`src/rtl/vn_extractor_fifo.sv`:
```
// Von Neumann debiaser feeding a WORD_W-bit packer and a DEPTH-word output FIFO.
// Define HEALTH_TEST_EN to add the repetition-count health test on the raw stream.
module vn_extractor_fifo #(
   parameter int WORD_W    = 8,
   parameter int DEPTH     = 4,
   parameter int REP_LIMIT = 32
) (
   input  logic                   clk,
   input  logic                   rst,
   input  logic                   bit_in,
   input  logic                   bit_valid,
   output logic [WORD_W-1:0]      out_data,
   output logic                   out_valid,
   input  logic                   out_ready,
   output logic [$clog2(DEPTH):0] fill_level,
   output logic                   overflow,
   output logic                   health_fail
);
   localparam int AW = $clog2(DEPTH);
   localparam int CW = $clog2(WORD_W);

   typedef enum logic {S_FIRST, S_SECOND} pair_state_t;
   pair_state_t state, state_next;

   logic              first_bit;
   logic              take;
   logic              ext_valid;
   logic [CW-1:0]     bit_cnt;
   logic [WORD_W-1:0] shift_reg;
   logic [WORD_W-1:0] push_word;
   logic              push;
   logic              pop;
   logic              full;
   logic              wr_en;
   logic [AW-1:0]     wr_ptr;
   logic [AW-1:0]     rd_ptr;
   logic [AW-1:0]     rd_ptr_next;
   logic [AW:0]       fill_next;
   logic [WORD_W-1:0] mem [DEPTH];

   // A tripped health test freezes extraction; the FIFO keeps draining.
   assign take = bit_valid & ~health_fail;

   always_ff @(posedge clk) begin
      if (rst) state <= S_FIRST;
      else     state <= state_next;
   end

   always_comb begin
      state_next = state;
      ext_valid  = 1'b0;
      case (state)
         S_FIRST:  if (take) state_next = S_SECOND;
         S_SECOND: if (take) begin
            state_next = S_FIRST;
            ext_valid  = (first_bit != bit_in);
         end
         default:  state_next = S_FIRST;
      endcase
   end

   always_ff @(posedge clk) begin
      if (state == S_FIRST && take) first_bit <= bit_in;
   end

   // Extracted bit is the first bit of the pair (10 -> 1, 01 -> 0).
   assign push_word = {shift_reg[WORD_W-2:0], first_bit};
   assign push      = ext_valid && (bit_cnt == CW'(WORD_W-1));

   always_ff @(posedge clk) begin
      if (rst) begin
         bit_cnt   <= '0;
         shift_reg <= '0;
      end else if (ext_valid) begin
         shift_reg <= push_word;
         bit_cnt   <= push ? '0 : bit_cnt + 1'b1;
      end
   end

   assign out_valid   = (fill_level != '0);
   assign full        = (fill_level == (AW+1)'(DEPTH));
   assign pop         = out_valid & out_ready;
   assign wr_en       = push & (~full | pop);
   assign rd_ptr_next = rd_ptr + AW'(pop);
   assign fill_next   = fill_level + (AW+1)'(wr_en) - (AW+1)'(pop);

   always_ff @(posedge clk) begin
      if (wr_en) mem[wr_ptr] <= push_word;
   end

   // out_data is a registered copy of the next head; it holds when the FIFO empties.
   always_ff @(posedge clk) begin
      if (rst) begin
         wr_ptr     <= '0;
         rd_ptr     <= '0;
         fill_level <= '0;
         overflow   <= 1'b0;
         out_data   <= '0;
      end else begin
         if (wr_en) wr_ptr <= wr_ptr + 1'b1;
         rd_ptr     <= rd_ptr_next;
         fill_level <= fill_next;
         if (push & full & ~pop) overflow <= 1'b1;
         if (fill_next != '0)
            out_data <= (wr_en && wr_ptr == rd_ptr_next) ? push_word : mem[rd_ptr_next];
      end
   end

`ifdef HEALTH_TEST_EN
   localparam int RW = $clog2(REP_LIMIT+1);
   logic [RW-1:0] run_cnt;
   logic [RW-1:0] run_next;
   logic          last_bit;

   // Run length saturates at REP_LIMIT so it can never wrap back below the threshold.
   always_comb begin
      run_next = RW'(1);
      if (run_cnt != '0 && bit_in == last_bit)
         run_next = (run_cnt == RW'(REP_LIMIT)) ? run_cnt : run_cnt + 1'b1;
   end

   always_ff @(posedge clk) begin
      if (rst) begin
         run_cnt     <= '0;
         health_fail <= 1'b0;
      end else if (bit_valid) begin
         run_cnt  <= run_next;
         last_bit <= bit_in;
         if (run_next == RW'(REP_LIMIT)) health_fail <= 1'b1;
      end
   end
`else
   assign health_fail = 1'b0;
`endif

endmodule
```
`config.mk`:
```
export PLATFORM = sky130hd
export DESIGN_NAME = vn_extractor_fifo
export DESIGN_NICKNAME = d
export VERILOG_FILES = /design/src/rtl/vn_extractor_fifo.sv
export SDC_FILE = /design/constraint.sdc
export NUM_CORES = 1
export LEC_CHECK = 0
export BUFFER_PORTS_ARGS = -buffer_cell sky130_fd_sc_hd__buf_2
export CAP_MARGIN = 20
export CELL_PAD_IN_SITES_DETAIL_PLACEMENT = 0
export CELL_PAD_IN_SITES_GLOBAL_PLACEMENT = 1
export CORE_AREA = 2 2 75 77
export DETAILED_ROUTE_END_ITERATION = 6
export DIE_AREA = 0 0 77 79
export PLACE_DENSITY = 0.74
export SLEW_MARGIN = 20
export SYNTH_ARGS = -nofsm -noshare
export SYNTH_HDL_FRONTEND = slang
export SYNTH_SLANG_ARGS = --single-unit
export TNS_END_PERCENT = 1
```
`constraint.sdc`:
```
create_clock -name clk -period 4.6 [get_ports clk]
set_clock_uncertainty 0.15 [all_clocks]
set_input_delay 0.92 -clock clk [delete_from_list [all_inputs] [get_ports clk]]
set_output_delay 0.92 -clock clk [all_outputs]
set_load 0.05 [all_outputs]
```
==> flow_summary_export.csv, run 1 <==
group,metric,value,unit
critical_path,worst-r2r-setup-slack,0.94,ns
route,detail_route.iter0.violations,128,
global_routing,antenna_found_initial,0,
route,ant_nets,0,
yosys,syn_area,0.00247,mm^2
clock_tree,root_buffer,"clkbuf_8",
critical_path,reg2regPathDepth,11,
clock_tree,cts.sinks,60,
power,pwr-share-comb,34.3,%
worst_hold_path,hp-class,"reg -> reg",
floorplanning,dieArea,0.00608,mm^2
clock_tree,cts_tree,"yes",
clock_tree,h-tree-depth,3,
yosys,syn_inst,169,
yosys,synth_seq_cells,60,
clock_tree,cts_buffer_depth,2,
timing,worstMarginPinSlew,0.910,ns
global_routing,grt_pass1_vias,1408,
critical_path,rr_startpoint,"first_bit",
clock_tree,cts.clk_slew.worst_paths,0.06,ns
floorplanning,ios,19,
timing,maxSlewViolCount,0,
critical_path,cp.arrival,3.89,ns
floorplanning,start_util,46.3,%
clock_tree,cts-buffers-inserted,9,
yosys,yosys.cell_types.count,32,
cells_and_area,area_growth,13.3,%
placement,io_buffer_count,17,
clock_tree,postCtsHoldBufs,0,
timing,setup_tns,0,ns
global_routing,grt_overflow_total,0,
yosys,ys_seq_area_share,61.9,%
yosys,synth_top_area_share,40.1,%
power,power.density,556,mW/mm^2
cells_and_area,insertedDiodeCount,0,
power,power_leakage,1.04,nW
critical_path,crit_required,4.68,ns
yosys,synth.cells.most_frequent,"33 x edfxtp_1, 27 x dfxtp_1, 16 x nor2_1, 10 x ha_1",
power,p_seq_share,40.0,%
timing,fin_crit,3.81,ns
flow_run,drv_cap,0,
timing,period_share,82.9,%
critical_path,reg2reg_to,"out_data[5]",
timing,grt_setup_unrepaired,"false",
timing,max_freq,262,MHz
route,drt_wl_total,4380,um
yosys,synth_flop_cell,"edfxtp_1",
yosys,yosysWarnings,0,
clock_tree,cts_resized,0,
cells_and_area,drive_above_1_share,22.7,%
route,via_count,1383,
floorplanning,fp.dieH,79,um
yosys,yosysTopAreaCell,"edfxtp_1",
power,swShare,35.6,%
global_routing,grtUsageTotal,16.7,%
yosys,async_reset_ff_share,0,%
clock_tree,clk_latency,0.34,ns
floorplanning,die_x,77,um
timing,setup_viol,0,
yosys,synth_area_leaders,"edfxtp_1 40%, dfxtp_1 22%, mux4_2 7.3%, ha_1 5.1%, a221o_1 3.2%",
floorplanning,coreArea,0.00534,mm^2
global_routing,grt_pass1_wl,7230,um
power,clock_power_share,25.7,%
power,power_switching,0.554,mW
timing,hold_violations,0,
critical_path,end_kind,"flop",
yosys,yosysMostFrequentCell,"edfxtp_1",
critical_path,startpoint_type,"primary input",
critical_path,worstPathMaxFanout,10,
route,wl_per_cell,16.2,um
power,p_int,1.00,mW
cells_and_area,fin_nets,209,
timing,slew-limit-headroom,39.1,%
yosys,synth_edf_count,33,
status,status,"finished, final reports clean",
placement,dp_hpwl,2930,um
worst_hold_path,hold_start,"overflow",
worst_hold_path,hold_depth,2,
placement,routabilityCongestion,0.755,
yosys,synth_nets,185,
yosys,synth_area_per_cell,14.6,um^2
timing,hold_slack,0.319,ns
cells_and_area,largest_register_ffs,32,
critical_path,criticalPathCategory,"in -> reg",
global_routing,grt_max_degree,28,
route,via_per_inst,5.12,
clock_tree,cts_setup_buffers,0,
route,drtPass1Iterations,4,
route,drc,0,
floorplanning,fp-row-count,27,
worst_hold_path,hold_end,"overflow",
power,ir_drop,238,uV
## per-stage QoR
step                      instances  power [mW]  worst slack, ns  cell area [um^2]  util [%]
after floorplan                 169        1.07            0.804              2470         -
after global placement          253        1.17            0.537              2630      49.2
after detailed placement        253        1.18            0.411              2630      49.2
after CTS                       269        1.58            0.782              2790      52.3
after global routing            270        1.65            0.583              2800      52.5
final                           270        1.56            0.787              2800      52.5
## worst max path at each step
stage                        to       from  cells past startpoint
finish              out_data[5]     bit_in                     12
global route        out_data[0]     bit_in                     12
detailed placement  out_data[5]     bit_in                     12
global placement    out_data[0]     bit_in                     12
CTS                 out_data[3]     bit_in                     12
floorplan           out_data[0]  out_ready                     12
## cell families after synthesis
family                   share of synthesized area (%)
flip-flops                                        61.9
XOR/XNOR                                          3.34
AO/OA/AOI/OAI                                     5.77
AND/OR/NAND/NOR                                   10.5
other                                            0.152
adder cells (fa/ha/maj)                           5.87
buffers and inverters                             2.33
multiplexers                                      10.1
## layout make-up
class                      instances  area, um^2
clock inverter                     7        42.5
sequential                        60        1530
fill                             480        2540
inverter                           8        30.0
clock buffer                       9         124
timing repair buffer              19         100
multi-input combinational         95         883
tap                               72        90.1
## power groups by stage
stage	combinational [mW]	clock, mW	sequential [mW]
4_1_cts	0.542	0.411	0.624
5_1_grt	0.587	0.437	0.628
3_3_place_gp	0.533	0	0.635
2_1_floorplan	0.344	0	0.723
6_report	0.534	0.400	0.623
3_5_place_dp	0.542	0	0.636
## layer usage
layer / part of all wire (%) / global-route usage [%]
met1: 46 / 20.7
met2: 47 / 25.5
met3: 4.3 / 4.55
met4: 3.1 / 11.8
met5: 0 / 0
## worst max-delay path, stage by stage
cell and delay, ns:
buf_2 0.13, xnor2_1 0.19, nor4b_4 0.45, inv_2 0.09
ha_1 0.29, inv_1 0.04, ha_1 0.18, fa_1 0.37
xor3_1 0.23, nand2_1 0.23, and4_1 0.39, a221o_1 0.38
## cell usage in the layout (no fill, tap or decap)
master | Yosys | layout
nand2_1 | 6 | 6
clkinv_2 | 0 | 3
or3_1 | 1 | 1
xor3_1 | 2 | 2
clkinvlp_4 | 0 | 2
o311a_4 | 1 | 1
xnor2_1 | 2 | 2
edfxtp_1 | 33 | 33
o21ai_0 | 3 | 3
buf_2 | 1 | 17
a221o_1 | 8 | 8
nor4b_4 | 1 | 1
dfxtp_1 | 27 | 27
nor4b_1 | 1 | 1
nor2b_1 | 3 | 3
mux2i_1 | 7 | 7
nor2_1 | 16 | 16
a21oi_1 | 4 | 4
and2_1 | 6 | 6
xor2_1 | 2 | 2
buf_4 | 1 | 2
fa_1 | 1 | 1
ha_1 | 10 | 10
mux4_2 | 8 | 8
clkinv_1 | 0 | 1
a31oi_1 | 1 | 1
conb_1 | 1 | 1
nor3b_1 | 8 | 8
inv_6 | 0 | 1
clkbuf_8 | 0 | 9
nand3b_1 | 1 | 1
nand3_1 | 1 | 1
inv_1 | 7 | 7
inv_2 | 1 | 1
and4_1 | 1 | 1
Power figures use the tool's default switching activity.
==> run 2, diff against run 1 <==
--- a/config.mk
+++ b/config.mk
@@ -9,10 +9,10 @@
 export CAP_MARGIN = 20
 export CELL_PAD_IN_SITES_DETAIL_PLACEMENT = 0
 export CELL_PAD_IN_SITES_GLOBAL_PLACEMENT = 1
-export CORE_AREA = 2 2 75 77
+export CORE_AREA = 2 2 78 80
 export DETAILED_ROUTE_END_ITERATION = 6
-export DIE_AREA = 0 0 77 79
-export PLACE_DENSITY = 0.74
+export DIE_AREA = 0 0 80 82
+export PLACE_DENSITY = 0.72
 export SLEW_MARGIN = 20
 export SYNTH_ARGS = -nofsm -noshare
 export SYNTH_HDL_FRONTEND = slang
==> constraint.sdc (replaced) <==
create_clock -name clk -period 3.15 [get_ports clk]
set_clock_uncertainty 0.15 [all_clocks]
set_input_delay 0.63 -clock clk [delete_from_list [all_inputs] [get_ports clk]]
set_output_delay 0.63 -clock clk [all_outputs]
set_load 0.05 [all_outputs]
==> run 2 against run 1 <==
Power up 59%; largest cell class unchanged; non-clock buffer count up 13; via count up 5.6%; critical path type is now reg -> reg; die area up 7.8%.
==> flow_summary_export.csv, run 2 (synthesis gave the netlist of run 1 again) <==
group,metric,value,unit
power,power_leakage,1.12,nW
clock_tree,cts_buffer_depth,2,
power,power.density,831,mW/mm^2
global_routing,use_met3,3.74,%
cells_and_area,fin_nets,222,
route,via_count,1460,
global_routing,grt_pass1_vias,1535,
cells_and_area,largest_register_ffs,32,
floorplanning,coreArea,0.00575,mm^2
clock_tree,cts.clk_slew.worst_paths,0.06,ns
global_routing,grtUsageTotal,16.0,%
timing,hold_slack,0.340,ns
critical_path,end_kind,"flop",
route,drt_wl_total,4690,um
worst_hold_path,hp-class,"reg -> reg",
clock_tree,cts-buffers-inserted,9,
clock_tree,root_buffer,"clkbuf_8",
flow_run,drv_cap,0,
global_routing,grtUsageMet1,19.6,%
cells_and_area,final_cell_mix,"33 x edfxtp_1, 24 x dfxtp_1, 17 x buf_2, 15 x nor2_1, 15 x buf_4",
placement,dp_hpwl,3260,um
timing,period_share,94.6,%
global_routing,grt-busiest-layer,"met2",
route,detail_route.iter0.violations,63,
global_routing,grt_overflow_total,0,
cells_and_area,multi_input_area,951,um^2
floorplanning,die_x,80,um
cells_and_area,final_area,0.00299,mm^2
timing,maxSlewViolCount,0,
critical_path,startpoint_type,"flop",
cells_and_area,nFillCells,514,
cells_and_area,layout_commonest_cell,"edfxtp_1",
timing,fin_crit,2.98,ns
timing,setup_viol,0,
critical_path,cp-startpoint,"bit_cnt[0]",
power,ir_drop,361,uV
route,drc,0,
clock_tree,postCtsHoldBufs,0,
route,wl_per_cell,16.4,um
route,ant_nets,0,
critical_path,crit_required,3.21,ns
cells_and_area,insertedDiodeCount,0,
floorplanning,fp-row-count,28,
route,via_per_inst,5.10,
global_routing,met2_usage,25.9,%
status,status,"finished, final reports clean",
clock_tree,clk_latency,0.33,ns
critical_path,criticalPathCategory,"reg -> reg",
cells_and_area,seq_area,0.00154,mm^2
global_routing,antenna_found_initial,0,
floorplanning,dieArea,0.00656,mm^2
critical_path,cp.arrival,3.04,ns
floorplanning,ios,19,
critical_path,rr_startpoint,"bit_cnt[0]",
cells_and_area,drive_above_1_share,32.2,%
power,power,2.48,mW
critical_path,worstPathMaxFanout,8,
placement,placedInstanceArea,0.00280,mm^2
clock_tree,h-tree-depth,3,
clock_tree,cts_tree,"yes",
global_routing,grt_max_degree,27,
route,drtPass1Iterations,4,
placement,routabilityCongestion,0.797,
clock_tree,cts.sinks,60,
global_routing,grt_pass1_wl,7520,um
timing,grt_setup_unrepaired,"false",
timing,hold_violations,0,
timing,max_freq,336,MHz
floorplanning,fp.dieH,82,um
cells_and_area,area_growth,20.7,%
worst_hold_path,hold_start,"overflow",
cells_and_area,utilization,52.0,%
floorplanning,start_util,43.0,%
placement,io_buffer_count,17,
-- run 2: cell types whose count changed in the layout (fill, tap and decap cells not counted), moves of 3 or more --
cell      change
dfxtp_1       -3
dfxtp_2       +3
ha_1          -3
clkbuf_1      +4
buf_4        +13
-- run 2: stage by stage --
| step | std cells | worst slack, ns | TNS (ns) |
|---|---|---|---|
| CTS | 285 | 0.0227 | 0 |
| finish | 286 | 0.170 | 0 |
| floorplan | 169 | -0.126 | -0.986 |
| detailed placement | 269 | -0.207 | -1.55 |
| global placement | 269 | -0.109 | -0.817 |
| global route | 286 | 0.00577 | 0 |
-- run 2: routing by layer --
layer	up-vias	wire length, um
met5	-	0
met4	0	108
met3	10	142
met2	24	2330
met1	724	2110
li1	702	-
-- run 2: timing repair --
| action | in CTS | in global routing |
|---|---|---|
| endpoints found under the hold margin | 0 | 0 |
| buffers inserted | 0 | 1 |
| gates resized for setup | 0 | 3 |
| setup endpoints to repair | 0 | 8 |
-- run 2: critical path: stages (launching register included) --
cell and delay [ns]:
dfxtp_1 0.35, ha_1 0.17, ha_2 0.21, nor4b_4 0.23, inv_2 0.08, ha_4 0.27
inv_2 0.04, ha_4 0.15, fa_2 0.35, xor3_1 0.25, nand2_2 0.10, and4_4 0.19
a221o_1 0.32
-- run 2: path summary, 6_finish.rpt --
check,to,slack (ns),depth (start not counted)
setup / recovery,out_data[0],0.17,12
hold / removal,overflow,0.34,2
setup reg to reg,out_data[0],0.17,12
hold reg to reg,overflow,0.34,2
-- run 2: where the power goes --
| part | leakage [nW] | switching (mW) | internal, mW |
|---|---|---|---|
| Sequential | 0.534 | 0.0447 | 0.879 |
| Combinational | 0.493 | 0.510 | 0.409 |
| Clock | 0.0890 | 0.274 | 0.363 |
-- run 2: area by class of cell --
| type | count | area share (%) |
|---|---|---|
| Tap cell | 75 | 3.14 |
| Multi-Input combinational cell | 95 | 31.9 |
| Sequential cell | 60 | 51.4 |
| Clock buffer | 13 | 4.65 |
| Timing Repair Buffer | 32 | 6.62 |
| Inverter | 8 | 1.01 |
| Clock inverter | 3 | 1.30 |
